File: src/rtl/audioport_pkg.sv
// Shared types and defaults for the cdc_unit transmit scheduler and its sample FIFO.
package audioport_pkg;

  typedef enum logic [1:0] {
    IDLE,
    SEND_TICK,
    SEND_CFG,
    GAP
  } cdc_sched_state_t;

  localparam int DEFAULT_CDC_GAP_CYCLES = 4;
  localparam int DEFAULT_FIFO_DEPTH     = 4;

  // Packs as {dsp1, dsp0}.
  typedef struct packed {
    logic [23:0] dsp1;
    logic [23:0] dsp0;
  } stereo_sample_t;

endpackage

File: src/rtl/cdc_sample_fifo.sv
// Synchronous stereo-sample FIFO with flush; head is the oldest entry when not empty.
module cdc_sample_fifo
  import audioport_pkg::*;
#(
  parameter int DEPTH = DEFAULT_FIFO_DEPTH
) (
  input  logic                     clk,
  input  logic                     rst_n,
  input  logic                     write,
  input  stereo_sample_t           data,
  input  logic                     pop,
  input  logic                     flush,
  output stereo_sample_t           head,
  output logic                     full,
  output logic                     empty,
  output logic [$clog2(DEPTH):0]   count
);

  localparam int AW = $clog2(DEPTH);

  stereo_sample_t mem [DEPTH];
  logic [AW-1:0]  wr_ptr;
  logic [AW-1:0]  rd_ptr;

  // NOTE: the storage array has no reset; pointers and count alone decide which entries are valid.
  always_ff @(posedge clk) begin
    if (write) mem[wr_ptr] <= data;
  end

  always_ff @(posedge clk or negedge rst_n) begin
    if (!rst_n) begin
      wr_ptr <= '0;
      rd_ptr <= '0;
      count  <= '0;
    end else if (flush) begin
      wr_ptr <= '0;
      rd_ptr <= '0;
      count  <= '0;
    end else begin
      if (write) wr_ptr <= wr_ptr + AW'(1);
      if (pop)   rd_ptr <= rd_ptr + AW'(1);
      case ({write, pop})
        2'b10:   count <= count + (AW+1)'(1);
        2'b01:   count <= count - (AW+1)'(1);
        default: count <= count;
      endcase
    end
  end

  assign head  = mem[rd_ptr];
  assign full  = (count == (AW+1)'(DEPTH));
  assign empty = (count == '0);

endmodule

File: src/rtl/cdc_tx_scheduler.sv
// Arbitrates tick and cfg transfers onto cdc_unit with a guard gap after each pulse.
// Optional saturating underrun counter: define CDC_SCHED_UNDERRUN_CNT_EN.
module cdc_tx_scheduler
  import audioport_pkg::*;
#(
  parameter int CDC_GAP_CYCLES = DEFAULT_CDC_GAP_CYCLES,
  parameter int FIFO_DEPTH     = DEFAULT_FIFO_DEPTH
) (
  input  logic        clk,
  input  logic        rst_n,
  input  logic        sample_valid_in,
  input  logic [23:0] dsp0_in,
  input  logic [23:0] dsp1_in,
  output logic        sample_ready_out,
  input  logic        cfg_req_in,
  input  logic [31:0] cfg_data_in,
  output logic        cfg_ack_out,
  input  logic        play_in,
  input  logic        cdc_req_in,
  output logic [23:0] cdc_dsp0_out,
  output logic [23:0] cdc_dsp1_out,
  output logic        cdc_tick_out,
  output logic        cdc_cfg_out,
  output logic [31:0] cdc_cfg_reg_out,
  output logic        cdc_play_out,
  output logic        underrun_out,
  output logic [15:0] underrun_count_out
);

  localparam int         CW       = $clog2(FIFO_DEPTH) + 1;
  localparam logic [3:0] GAP_LOAD = 4'(CDC_GAP_CYCLES - 1);

  cdc_sched_state_t state, state_next;
  logic [3:0]       gap_cnt;
  logic             req_pending;
  logic             arbitrate, tick_go, cfg_go;
  logic             flush, sample_write, fifo_pop;
  logic             fifo_full, fifo_empty;
  logic [CW-1:0]    fifo_count, count_next;
  stereo_sample_t   fifo_head, sample_in;

  assign sample_in    = {dsp1_in, dsp0_in};
  assign flush        = !play_in;
  assign sample_write = sample_valid_in && sample_ready_out && !fifo_full;
  assign fifo_pop     = tick_go && !fifo_empty;

  cdc_sample_fifo #(.DEPTH(FIFO_DEPTH)) u_fifo (
    .clk   (clk),
    .rst_n (rst_n),
    .write (sample_write),
    .data  (sample_in),
    .pop   (fifo_pop),
    .flush (flush),
    .head  (fifo_head),
    .full  (fifo_full),
    .empty (fifo_empty),
    .count (fifo_count)
  );

  // Ready is registered, so it must be derived from the occupancy after this edge.
  always_comb begin
    count_next = fifo_count;
    if (flush) begin
      count_next = '0;
    end else begin
      case ({sample_write, fifo_pop})
        2'b10:   count_next = fifo_count + CW'(1);
        2'b01:   count_next = fifo_count - CW'(1);
        default: count_next = fifo_count;
      endcase
    end
  end

  always_ff @(posedge clk or negedge rst_n) begin
    if (!rst_n) begin
      state   <= IDLE;
      gap_cnt <= '0;
    end else begin
      state <= state_next;
      if (state == SEND_TICK || state == SEND_CFG) gap_cnt <= GAP_LOAD;
      else if (gap_cnt != '0)                      gap_cnt <= gap_cnt - 4'd1;
    end
  end

  // NOTE: every signal driven here gets a default first, so no path can infer a latch.
  always_comb begin
    state_next = state;
    arbitrate  = 1'b0;
    tick_go    = 1'b0;
    cfg_go     = 1'b0;
    case (state)
      IDLE:                arbitrate = 1'b1;
      SEND_TICK, SEND_CFG: state_next = GAP;
      GAP: begin
        if (gap_cnt == '0) begin
          arbitrate  = 1'b1;
          state_next = IDLE;
        end
      end
      default:             state_next = IDLE;
    endcase
    // Leaving GAP arbitrates directly, giving CDC_GAP_CYCLES+1 pulse spacing.
    if (arbitrate) begin
      if (play_in && (req_pending || cdc_req_in)) begin
        tick_go    = 1'b1;
        state_next = SEND_TICK;
      end else if (cfg_req_in) begin
        cfg_go     = 1'b1;
        state_next = SEND_CFG;
      end
    end
  end

  always_ff @(posedge clk or negedge rst_n) begin
    if (!rst_n)                   req_pending <= 1'b0;
    else if (!play_in || tick_go) req_pending <= 1'b0;
    else if (cdc_req_in)          req_pending <= 1'b1;
  end

  // NOTE: state updates use non-blocking assignment so every register samples pre-edge values.
  always_ff @(posedge clk or negedge rst_n) begin
    if (!rst_n) begin
      sample_ready_out <= 1'b0;
      cfg_ack_out      <= 1'b0;
      cdc_dsp0_out     <= '0;
      cdc_dsp1_out     <= '0;
      cdc_tick_out     <= 1'b0;
      cdc_cfg_out      <= 1'b0;
      cdc_cfg_reg_out  <= '0;
      cdc_play_out     <= 1'b0;
      underrun_out     <= 1'b0;
    end else begin
      sample_ready_out <= play_in && (count_next != CW'(FIFO_DEPTH));
      cdc_play_out     <= play_in;
      cdc_tick_out     <= tick_go;
      cdc_cfg_out      <= cfg_go;
      cfg_ack_out      <= cfg_go;
      underrun_out     <= tick_go && fifo_empty;
      if (tick_go) {cdc_dsp1_out, cdc_dsp0_out} <= fifo_empty ? 48'd0 : fifo_head;
      if (cfg_go)  cdc_cfg_reg_out <= cfg_data_in;
    end
  end

`ifdef CDC_SCHED_UNDERRUN_CNT_EN
  always_ff @(posedge clk or negedge rst_n) begin
    if (!rst_n)
      underrun_count_out <= '0;
    else if (play_in && !cdc_play_out)
      underrun_count_out <= '0;
    else if (tick_go && fifo_empty && underrun_count_out != 16'hFFFF)
      underrun_count_out <= underrun_count_out + 16'd1;
  end
`else
  assign underrun_count_out = '0;
`endif

endmodule

File: config.mk
export PLATFORM = sky130hd
export DESIGN_NAME = cdc_tx_scheduler
export DESIGN_NICKNAME = d
export VERILOG_FILES = /design/src/rtl/audioport_pkg.sv /design/src/rtl/cdc_sample_fifo.sv /design/src/rtl/cdc_tx_scheduler.sv
export SDC_FILE = /design/constraint.sdc
export NUM_CORES = 1
export LEC_CHECK = 0
export CAP_MARGIN = 5
export CORE_ASPECT_RATIO = 0.5
export CORE_MARGIN = 2
export CORE_UTILIZATION = 57
export DETAILED_ROUTE_END_ITERATION = 6
export PLACE_DENSITY = 0.85
export SLEW_MARGIN = 30
export SYNTH_ARGS = -nofsm -noshare
export SYNTH_HDL_FRONTEND = slang
export SYNTH_SLANG_ARGS = --single-unit
File: constraint.sdc
create_clock -name clk -period 6.8 [get_ports clk]
set_clock_uncertainty 0.05 [all_clocks]
set_input_delay 1.02 -clock clk [delete_from_list [all_inputs] [get_ports clk]]
set_output_delay 1.02 -clock clk [all_outputs]
set_load 0.01 [all_outputs]
==> summary.txt, run 1 <==
Power
  • P_sw: 1.153 mW
  • Clk pwr share: 31.8%
  • Combinational Power Share: 20.5%
  • Total power: 4.625 mW
  • Sw frac: 24.94%
  • Leak Pwr: 5.116 nW
  • Worst VDD drop: 0.1598 mV
  • Sequential power share: 47.8%
  • Power Dens Cells: 331.0 mW/mm^2
  • P_int: 3.472 mW

STA
  • Final period util: 53.25%
  • Setup Viol. Count Final: 0
  • Least-Margin Pin Slew: 781.8 ps
  • RSZ-0062 raised after global routing: no
  • Final worst slack: 3179 ps
  • Slew Viols, Final: 0
  • Fin crit period: 3621 ps
  • Setup TNS: 0 ps
  • Rel. slew slack: 47.88%
  • Highest Clock Rate: 276.2 MHz
  • Hold Fails Final Rpt: 0

Routing
  • DRT iter0 DRCs: 433
  • Post-DR vias/cell: 5.465
  • Detailed-route DRC error count: 0
  • Vias after detailed routing: 6,022
  • Final wirelength: 22.76 mm
  • First-pass DRT Iterations: 5
  • Wirelength per Cell: 20.65 um
  • DRT antenna net count: 0

Yosys
  • Synth warn: 0
  • Syn avg cell area: 17.49 um^2
  • Share of the synthesized netlist area taken by xor and xnor gates: 0.3106%
  • Sequential share of the synthesized area: 73.09%
  • Post-synthesis simple-gate area fraction: 4.881%
  • Post-synth cell types: 36
  • Seq cells post-synth: 291
  • Cell area after synthesis: 0.01128 mm^2
  • Post-Synth Adder-Cell Area: 1.176%
  • Largest family of logic cells by synthesized area: multiplexers
  • Synth Instances: 645
  • Synth Area in Compound Gates: 2.984%
  • Multiplexer share of the synthesized area: 14.10%

Setup path
  • Element type at the critical path start: input port
  • Reg-to-reg setup timing slack: 3540 ps
  • R2r startpoint: gap_cnt[0]
  • Worst Path Max Fanout: 51
  • R2r endpoint: sample_ready_out
  • End of the critical path: sample_ready_out
  • Required @ worst endpoint: 7160 ps
  • Reg2reg path depth: 12
  • Critical path origin: play_in
  • Crit path DAT: 3980 ps
  • Worst Setup End Kind: register
  • Crit Path Class: input port to register

Placement
  • Hpwl dp: 13.35 mm
  • Pre-CTS setup slack: 2671 ps
  • Final Wtd Congestion: 0.7082
  • PortBufs: 171
  • Placed Cells: 1,057

Final layout
  • Register area: 0.008248 mm^2
  • Syn-to-layout area delta: 23.91%
  • Share of cells above drive strength 1: 16.99%
  • Antenna cells: 0
  • Final net count: 914
  • Commonest non-fill, non-tap cell in the layout: edfxtp_1
  • Commonest non-fill, non-tap cells in the layout: 192 x edfxtp_1, 170 x clkdlybuf4s50_1, 104 x nand2_1
  • Final core occ: 71.98%
  • Area of the multi-input gates: 0.002716 mm^2
  • Non-filler cells, final: 1,102
  • Number of fill cells in the layout: 1,218

Outcome
  • Outcome: completed

CTS
  • Clk buf depth: 3
  • Post-CTS Hold Buffers: 0
  • CTS sink count: 291
  • CTS tree: yes
  • Root buffer cell: clkbuf_16
  • Clock insertion delay at the later pin of the skew report: 530 ps
  • Clock transition at path regs: 70 ps
  • CTS resizes: 0
  • CTS Buf Count: 25
  • # Post-CTS Setup Buffers: 0
  • H-Tree Depth: 1

Floorplan
  • Row count: 36
  • Die height: 103.5 um
  • Initial cell density of the core: 58.09%
  • Die area: 0.02100 mm^2
  • Core area: 0.01941 mm^2
  • Die Wd: 202.9 um
  • Ports: 188

Global routing
  • Initial antenna violation count: 0
  • Total grt overflow: 0
  • GRT Total Usage: 21.66%
  • First-pass GRT wire length: 34.24 mm
  • Vias in the first global route: 6,240
  • Pin count of the biggest net entering global routing: 79

Min path
  • Hold WC Path Type: input port to asynchronous set/reset pin

Flow run
  • Total of max-cap violations: 0
[area by class of cell]
type                       instances  area share, %
clock buffer                      32          5.023
timing repair buffer             180          12.74
sequential                       291          59.02
multi-input combinational        307          19.44
tap                              266          2.382
clock inverter                    13          1.012
inverter                          13         0.3850
[logic make-up (layout without fill, tap and decap cells)]
logic type	Yosys count	after routing
compound gates	64	64
flops	291	291
xor+xnor	4	4
other cells	1	16
simple gates	129	129
buf+inv	62	238
fa+ha+maj	10	10
mux	84	84
[synth_stat cells]
master | instances | area share, %
nand2_1 | 104 | 3.5
or3_1 | 3 | 0.17
nand3b_1 | 1 | 0.067
nand3_1 | 2 | 0.089
nand4bb_1 | 1 | 0.10
mux2_2 | 3 | 0.30
buf_6 | 10 | 1.0
nand3_4 | 1 | 0.16
and2_1 | 4 | 0.22
nand2b_1 | 1 | 0.056
or3b_2 | 1 | 0.078
a211o_1 | 2 | 0.16
or2b_1 | 1 | 0.067
mux2i_1 | 4 | 0.36
a21oi_1 | 7 | 0.31
ha_1 | 9 | 1.0
conb_1 | 1 | 0.033
mux2_4 | 29 | 3.9
a21oi_2 | 1 | 0.078
nor2_1 | 7 | 0.23
xnor2_1 | 4 | 0.31
buf_2 | 8 | 0.36
mux4_2 | 48 | 9.6
fa_1 | 1 | 0.18
o21ai_0 | 4 | 0.18
nor2_4 | 1 | 0.10
inv_1 | 12 | 0.40
clkbuf_1 | 14 | 0.47
nor3_1 | 2 | 0.089
edfxtp_1 | 192 | 51
a2bb2oi_1 | 1 | 0.078
o21ai_1 | 48 | 2.1
buf_4 | 17 | 1.1
clkinv_4 | 1 | 0.078
dfrtp_1 | 99 | 22
a31oi_1 | 1 | 0.056
[through the flow]
stage	cell area, um^2	hold slack (ps)
after CTS	13970	309.9
final	13970	318.8
after global placement	13130	418.7
after global routing	13970	317.0
after floorplan	11330	447.9
after detailed placement	13130	425.1
[critical path: stages]
cell and delay, ps:
clkdlybuf4s50_1 510, o21ai_1 240, a211o_2 160, buf_4 570, nor2_4 80, ha_1 260, fa_1 380, xnor2_1 140
or3_1 300, a21oi_1 200, a31oi_1 100
[state kept, by name, indices dropped and copies added, names as in the netlist, 2 cells and up]
signal,cells
cdc_cfg_reg_out,32
u_fifo.mem,192
gap_cnt,4
u_fifo.wr_ptr,2
u_fifo.rd_ptr,2
cdc_dsp1_out,24
cdc_dsp0_out,24
u_fifo.count,3
state,2
[power groups by stage]
stage | registers (mW) | clock network, mW | logic (mW)
floorplan | 2.29 | 0 | 0.418
detailed placement | 2.24 | 0 | 0.943
CTS | 2.21 | 1.49 | 0.957
global route | 2.23 | 1.56 | 1.02
global placement | 2.23 | 0 | 0.912
finish | 2.21 | 1.47 | 0.946
[per-layer routing]
layer | vias to the layer above | wire length [um] | track usage (%)
met2 | 181 | 11470 | 38.04
li1 | 2695 | - | -
met5 | - | 0 | 0
met1 | 3112 | 9567 | 29.05
met4 | 0 | 427 | 4.829
met3 | 34 | 1295 | 4.073
[worst min path at each step]
stage | depth (start not counted) | endpoint | startpoint
after floorplan | 2 | gap_cnt[1] | gap_cnt[1]
after global placement | 2 | cdc_dsp1_out[23] | cdc_dsp1_out[23]
after detailed placement | 2 | cdc_dsp0_out[12] | cdc_dsp0_out[12]
after CTS | 1 | cdc_cfg_reg_out[9] | rst_n
after global routing | 1 | cdc_cfg_reg_out[19] | rst_n
final | 1 | cdc_cfg_reg_out[11] | rst_n
Note: power is estimated with default switching activity, not from simulation.
==> run 2: changes to the inputs <==
CORE_UTILIZATION = 48   (was 57)
PLACE_DENSITY = 0.76   (was 0.85)
clock period = 3.2 ns   (was 6.8 ns; I/O delays follow)
==> run 2 against run 1 <==
Total power increased by 110%. First-iteration DRC count grew 23%. Utilization down 10 points. Critical path type is now register to register.
==> summary.txt, run 2 (synthesis results as in run 1) <==
Outcome
  • Outcome: completed

Power
  • Combinational Power Share: 20.3% (-0.2 points)
  • Worst VDD drop: 0.5466 mV (+240%)
  • Clk pwr share: 31.8% (about the same)
  • Leak Pwr: 5.181 nW (+1.3%)
  • P_sw: 2.409 mW (+110%)
  • Sequential power share: 47.9% (about the same)
  • P_int: 7.384 mW (+110%)
  • Sw frac: 24.60% (-0.34 points)
  • Total power: 9.793 mW (+110%)
  • Power Dens Cells: 689.1 mW/mm^2 (+110%)

STA
  • Final period util: 88.09%
  • Least-Margin Pin Slew: 697.6 ps (-84.27 ps)
  • RSZ-0062 raised after global routing: no
  • Worst hold slack: 317.1 ps (-1.680 ps)
  • Setup TNS: 0 ps (unchanged)
  • Final worst slack: 381.2 ps (-2798 ps)
  • Setup Viol. Count Final: 0 (unchanged)
  • Rel. slew slack: 53.50% (+5.6 points)
  • Hold Fails Final Rpt: 0 (unchanged)
  • Highest Clock Rate: 354.8 MHz
  • Slew Viols, Final: 0 (unchanged)
  • Fin crit period: 2819 ps

Floorplan
  • Row count: 39 (+8.3%)
  • Core area: 0.02293 mm^2 (+18%)
  • Die Wd: 220.8 um (+8.8%)
  • Die area: 0.02481 mm^2 (+18%)
  • Ports: 188 (unchanged)
  • Die height: 112.4 um (+8.6%)
  • Initial cell density of the core: 49.18% (-8.9 points)

CTS
  • CTS sink count: 291 (unchanged)
  • # Post-CTS Setup Buffers: 0 (unchanged)
  • Clk buf depth: 3 (unchanged)
  • Clock insertion delay at the later pin of the skew report: 540 ps (about the same)
  • Root buffer cell: clkbuf_16
  • CTS tree: yes
  • H-Tree Depth: 1 (unchanged)
  • Clock transition at path regs: 60 ps (about the same)
  • CTS Buf Count: 26 (+4.0%)

Final layout
  • Largest regs: u_fifo.mem (192), cdc_cfg_reg_out (32)
  • Max reg flops: 192 (unchanged)
  • Syn-to-layout area delta: 26.00%
  • Antenna cells: 0 (unchanged)
  • Commonest non-fill, non-tap cell in the layout: edfxtp_1
  • Final core occ: 61.96% (-10 points)
  • Share of cells above drive strength 1: 17.36% (+0.37 points)
  • Final Cell Area: 0.01421 mm^2 (+1.7%)
  • Final net count: 923 (+0.98%)
  • Largest Register: u_fifo.mem
  • Non-filler cells, final: 1,154 (+4.7%)
  • Commonest non-fill, non-tap cells in the layout: 192 x edfxtp_1, 170 x clkdlybuf4s50_1, 104 x nand2_1

Setup path
  • Worst Path Max Fanout: 52 (+2.0%)
  • Worst path depth: 8 (-3)
  • Worst path cell trace: inv_1, ha_1, nand4bb_1, a211o_2, buf_4, clkinv_4, nand3_1, mux2i_1
  • Element type at the critical path start: register
  • Crit path DAT: 3220 ps (-760 ps)
  • Crit Path Class: register to register
  • Slowest CP cell: clkinv_4
  • Reg2reg path depth: 8 (-4)
  • Required @ worst endpoint: 3600 ps (-3560 ps)
  • Worst Path Buf+Inv: 3 (+1)
  • Reg-to-reg setup timing slack: 380 ps (-3160 ps)
  • CP max stage delay: 560 ps (about the same)
  • Top cell family by delay on the critical path: buffers and inverters
  • Worst Setup End Kind: register

Routing
  • DRT iter0 DRCs: 533 (+23%)
  • Post-DR vias/cell: 5.194 (-5.0%)
  • Vias after detailed routing: 5,994 (-0.46%)
  • Wirelength per Cell: 19.29 um (-6.6%)
  • First-pass DRT Iterations: 4 (-1)
  • DRT antenna net count: 0 (unchanged)
  • Final wirelength: 22.26 mm (-2.2%)
  • Detailed-route DRC error count: 0 (unchanged)

Min path
  • Hold WC Path Type: input port to asynchronous set/reset pin

Global routing
  • Met1 Use GR: 24.06% (-5.0 points)
  • First-pass GRT wire length: 34.62 mm (+1.1%)
  • Top Usage Layer GRT: met2
  • Grt met2 use: 31.52% (-6.5 points)
  • GRT Total Usage: 18.19% (-3.5 points)
  • Pin count of the biggest net entering global routing: 79 (unchanged)
  • Vias in the first global route: 6,344 (+1.7%)
  • GR Layer Usage met3: 3.415% (-0.66 points)
  • Initial antenna violation count: 0 (unchanged)
  • Total grt overflow: 0 (unchanged)

Placement
  • Pre-CTS setup slack: 198.5 ps (-2473 ps)
  • Placed Cells: 1,105 (+4.5%)
  • PortBufs: 171 (unchanged)
  • Hpwl dp: 13.62 mm (+2.0%)
  • Final Wtd Congestion: 0.7132 (+0.71%)
  • Placed inst area: 0.01334 mm^2 (+1.6%)

Flow run
  • Total of max-cap violations: 0 (unchanged)
==> run 2: cell types whose count changed in the layout (fill, tap and decap cells not counted), sizes merged <==
cell         delta
dlygate4sd3     +1
inv             -1
buf             +7
clkinv          +4
==> run 2: cell type report <==
| class | count | area (um^2) |
|---|---|---|
| Clock inverter | 16 | 163.9 |
| Timing Repair Buffer | 188 | 1952 |
| Sequential cell | 291 | 8248 |
| Tap cell | 307 | 384.1 |
| Inverter | 13 | 53.80 |
| Multi-Input combinational cell | 307 | 2716 |
| Fill cell | 1661 | 8723 |
| Clock buffer | 32 | 693.2 |
==> run 2: power groups by stage <==
stage | Clock [mW] | Combinational, mW | Sequential [mW]
final | 3.12 | 1.99 | 4.69
after global routing | 3.33 | 2.14 | 4.74
after CTS | 3.18 | 2.02 | 4.69
after detailed placement | 0 | 2.00 | 4.76
after global placement | 0 | 1.96 | 4.74
after floorplan | 0 | 0.889 | 4.87
==> run 2: timing repair <==
item	in CTS	in global routing
endpoints found under the hold margin	21	0
endpoints found under the setup margin	0	0
resized for setup	0	0
hold buffers	1	0
==> run 2: per-layer routing <==
layer	share of wire, %	routed length, um	up-vias
met1	42	9380	3065
met2	50	11160	162
met4	2.0	437	0
li1	-	-	2735
met3	5.7	1279	32
met5	0	0	-
==> run 2: worst register-to-register path: stages, from the launching register on <==
cell	delay (ps)
dfrtp_1	390
inv_1	70
ha_1	240
nand4bb_1	170
a211o_2	190
buf_4	530
clkinv_4	570
nand3_1	300
mux2i_1	230
==> run 2: worst paths after layout <==
path / start / endpoint
max in group asynchronous: rst_n / cdc_dsp0_out[23]
worst max register to register: gap_cnt[0] / u_fifo.rd_ptr[1]
worst max-delay path: gap_cnt[0] / u_fifo.rd_ptr[1]
worst min register to register: cdc_dsp0_out[0] / cdc_dsp0_out[0]
worst min-delay path: rst_n / cdc_cfg_reg_out[9]
min in group clk: cdc_dsp0_out[0] / cdc_dsp0_out[0]
==> run 3: changes to the inputs <==
--- a/config.mk
+++ b/config.mk
@@ -9,4 +9,5 @@
 export CORE_ASPECT_RATIO = 0.5
-export CORE_MARGIN = 2
+export CORE_MARGIN = 8
 export CORE_UTILIZATION = 48
+export CTS_CLUSTER_SIZE = 10
 export DETAILED_ROUTE_END_ITERATION = 6
==> constraint.sdc (replaced) <==
create_clock -name clk -period 3.2 [get_ports clk]
set_clock_uncertainty 0.05 [all_clocks]
set_input_delay 0.32 -clock clk [delete_from_list [all_inputs] [get_ports clk]]
set_output_delay 0.32 -clock clk [all_outputs]
set_load 0.01 [all_outputs]
==> run 3 against run 2 <==
Critical endpoint is now sample_ready_out. Non-clock buffer count grew 2. Die area grew 17%. Via count grew 1.9%. Sequential share of layout area shrank 0.42 points. Clock power grew 12%. Total power grew 3.9%. First-iteration DRC count shrank 26%. Global-route usage shrank 1.7 points.
==> summary.txt, run 3 (synthesis results as in run 1) <==
Outcome
  • Outcome: completed

Min path
  • Hold WC Path Type: input port to asynchronous set/reset pin

Floorplan
  • Row count: 39 (unchanged)
  • Core area: 0.02293 mm^2 (unchanged)
  • Die area: 0.02896 mm^2 (+17%)
  • Ports: 188 (unchanged)
  • Die Wd: 232.8 um (+5.4%)
  • Die height: 124.4 um (+11%)
  • Initial cell density of the core: 49.18% (unchanged)

Setup path
  • Element type at the critical path start: register
  • Slowest CP cell: dfrtp_1
  • R2r startpoint: gap_cnt[0]
  • CP max stage delay: 400 ps (-160 ps)
  • Reg2reg path depth: 11 (+3)
  • Worst path depth: 11 (+3)
  • Required @ worst endpoint: 3510 ps (-90 ps)
  • Worst path cell trace: inv_1, ha_1, nand4bb_1, a211o_2, nor2_4, ha_1, fa_1, xnor2_1, or3_1, a21oi_1, a31oi_1
  • Reg-to-reg setup timing slack: 410 ps (+30 ps)
  • R2r endpoint: sample_ready_out
  • Critical path origin: gap_cnt[0]
  • Crit Path Class: register to register
  • CP dominant cell by count: ha_1
  • Worst Path Buf+Inv: 1 (-2)
  • Top cell family by delay on the critical path: compound AO/OA/AOI/OAI gates
  • Crit path DAT: 3110 ps (-110 ps)
  • Worst Path Max Fanout: 4 (-92%)
  • Worst Setup End Kind: register

CTS
  • H-Tree Depth: 2 (+1)
  • Clock transition at path regs: 50 ps (about the same)
  • Clock insertion delay at the later pin of the skew report: 500 ps (-40 ps)
  • Clk buf depth: 3 (unchanged)
  • # Post-CTS Setup Buffers: 0 (unchanged)
  • CTS sink count: 291 (unchanged)
  • CTS Buf Count: 35 (+35%)
  • Root buffer cell: clkbuf_16
  • CTS tree: yes

STA
  • Slew Viols, Final: 0 (unchanged)
  • RSZ-0062 raised after global routing: no
  • Least-Margin Pin Slew: 669.3 ps (-28.22 ps)
  • Worst hold slack: 310.1 ps (-6.970 ps)
  • Rel. slew slack: 55.38% (+1.9 points)
  • Final worst slack: 408.2 ps (+27.01 ps)
  • Fin crit period: 2792 ps (-27.01 ps)
  • Setup Viol. Count Final: 0 (unchanged)
  • Hold Fails Final Rpt: 0 (unchanged)
  • Setup TNS: 0 ps (unchanged)
  • Final period util: 87.24% (-0.84 points)
  • Highest Clock Rate: 358.2 MHz (+0.97%)

Final layout
  • Syn-to-layout area delta: 26.91%
  • Share of cells above drive strength 1: 17.38% (+0.026 points)
  • Commonest non-fill, non-tap cell in the layout: edfxtp_1
  • Max reg flops: 192 (unchanged)
  • Final core occ: 62.41% (+0.45 points)
  • Largest regs: u_fifo.mem (192), cdc_cfg_reg_out (32)
  • Antenna cells: 0 (unchanged)
  • Final net count: 934 (+1.2%)
  • Largest Register: u_fifo.mem
  • Commonest non-fill, non-tap cells in the layout: 192 x edfxtp_1, 170 x clkdlybuf4s50_1, 104 x nand2_1

Global routing
  • Initial antenna violation count: 0 (unchanged)
  • Total grt overflow: 0 (unchanged)
  • Vias in the first global route: 6,563 (+3.5%)
  • GRT Total Usage: 16.48% (-1.7 points)
  • Pin count of the biggest net entering global routing: 53 (-33%)
  • First-pass GRT wire length: 37.77 mm (+9.1%)

Placement
  • Final Wtd Congestion: 0.7501 (+5.2%)
  • Pre-CTS setup slack: 322.6 ps (+124.2 ps)
  • Hpwl dp: 14.94 mm (+9.7%)
  • PortBufs: 171 (unchanged)

Power
  • Leak Pwr: 5.240 nW (+1.1%)
  • Power Dens Cells: 710.7 mW/mm^2 (+3.1%)
  • Worst VDD drop: 0.3706 mV (-32%)

Routing
  • DRT antenna net count: 0 (unchanged)
  • Detailed-route DRC error count: 0 (unchanged)
  • Vias after detailed routing: 6,110 (+1.9%)
  • DRT iter0 DRCs: 392 (-26%)
  • Final wirelength: 24.03 mm (+7.9%)
  • First-pass DRT Iterations: 5 (+1)
  • Post-DR vias/cell: 5.222 (+0.54%)
  • Wirelength per Cell: 20.54 um (+6.5%)

Flow run
  • Total of max-cap violations: 0 (unchanged)
==> run 3: changes by cell type in the layout (fill, tap and decap cells not counted), moves of 2 or more <==
cell | previous run | this run
clkbuf_1 | 4 | 24
clkbuf_16 | 26 | 35
buf_4 | 8 | 15
clkinv_1 | 7 | 0
buf_12 | 9 | 4
bufinv_16 | 3 | 0
clkinv_2 | 3 | 0
clkbuf_8 | 2 | 0
==> run 3: layout make-up <==
class,count,area [um^2]
Fill cell,1620,8621
Sequential cell,291,8248
Multi-Input combinational cell,307,2716
Timing Repair Buffer,190,1904
Clock buffer,59,965.9
Tap cell,307,384.1
Inverter,13,53.80
Clock inverter,3,41.29
==> run 3: power by group <==
| group | internal (mW) | leakage, nW | switching, mW |
|---|---|---|---|
| Sequential | 4.45 | 3.04 | 0.243 |
| Clock | 2.06 | 0.478 | 1.42 |
| Combinational | 1.16 | 1.73 | 0.848 |
==> run 3: per-stage QoR <==
stage	std cells	instance area, um^2	total power, mW
6_report	1170	14310	10.17
5_1_grt	1170	14310	10.64
4_1_cts	1170	14310	10.29
3_5_place_dp	1107	13300	6.794
3_3_place_gp	1107	13300	6.732
2_1_floorplan	660	11330	5.756
==> run 3: timing repair <==
action / CTS / global route
resized for setup: 0 / 0
hold endpoints to repair: 33 / 0
hold buffers: 1 / 0
==> run 3: how the worst max path moves through the flow <==
stage,end,slack (ps)
floorplan,sample_ready_out,550
global placement,u_fifo.rd_ptr[1],360
detailed placement,u_fifo.rd_ptr[1],320
CTS,sample_ready_out,420
global route,sample_ready_out,190
finish,sample_ready_out,410
==> run 3: routing by layer <==
metal | GRT usage [%] | wire length (um) | vias up
li1 | - | - | 2753
met1 | 21.04 | 9832 | 3149
met2 | 28.42 | 12270 | 181
met3 | 3.843 | 1614 | 27
met4 | 3.590 | 308 | 0
met5 | 0 | 0 | -
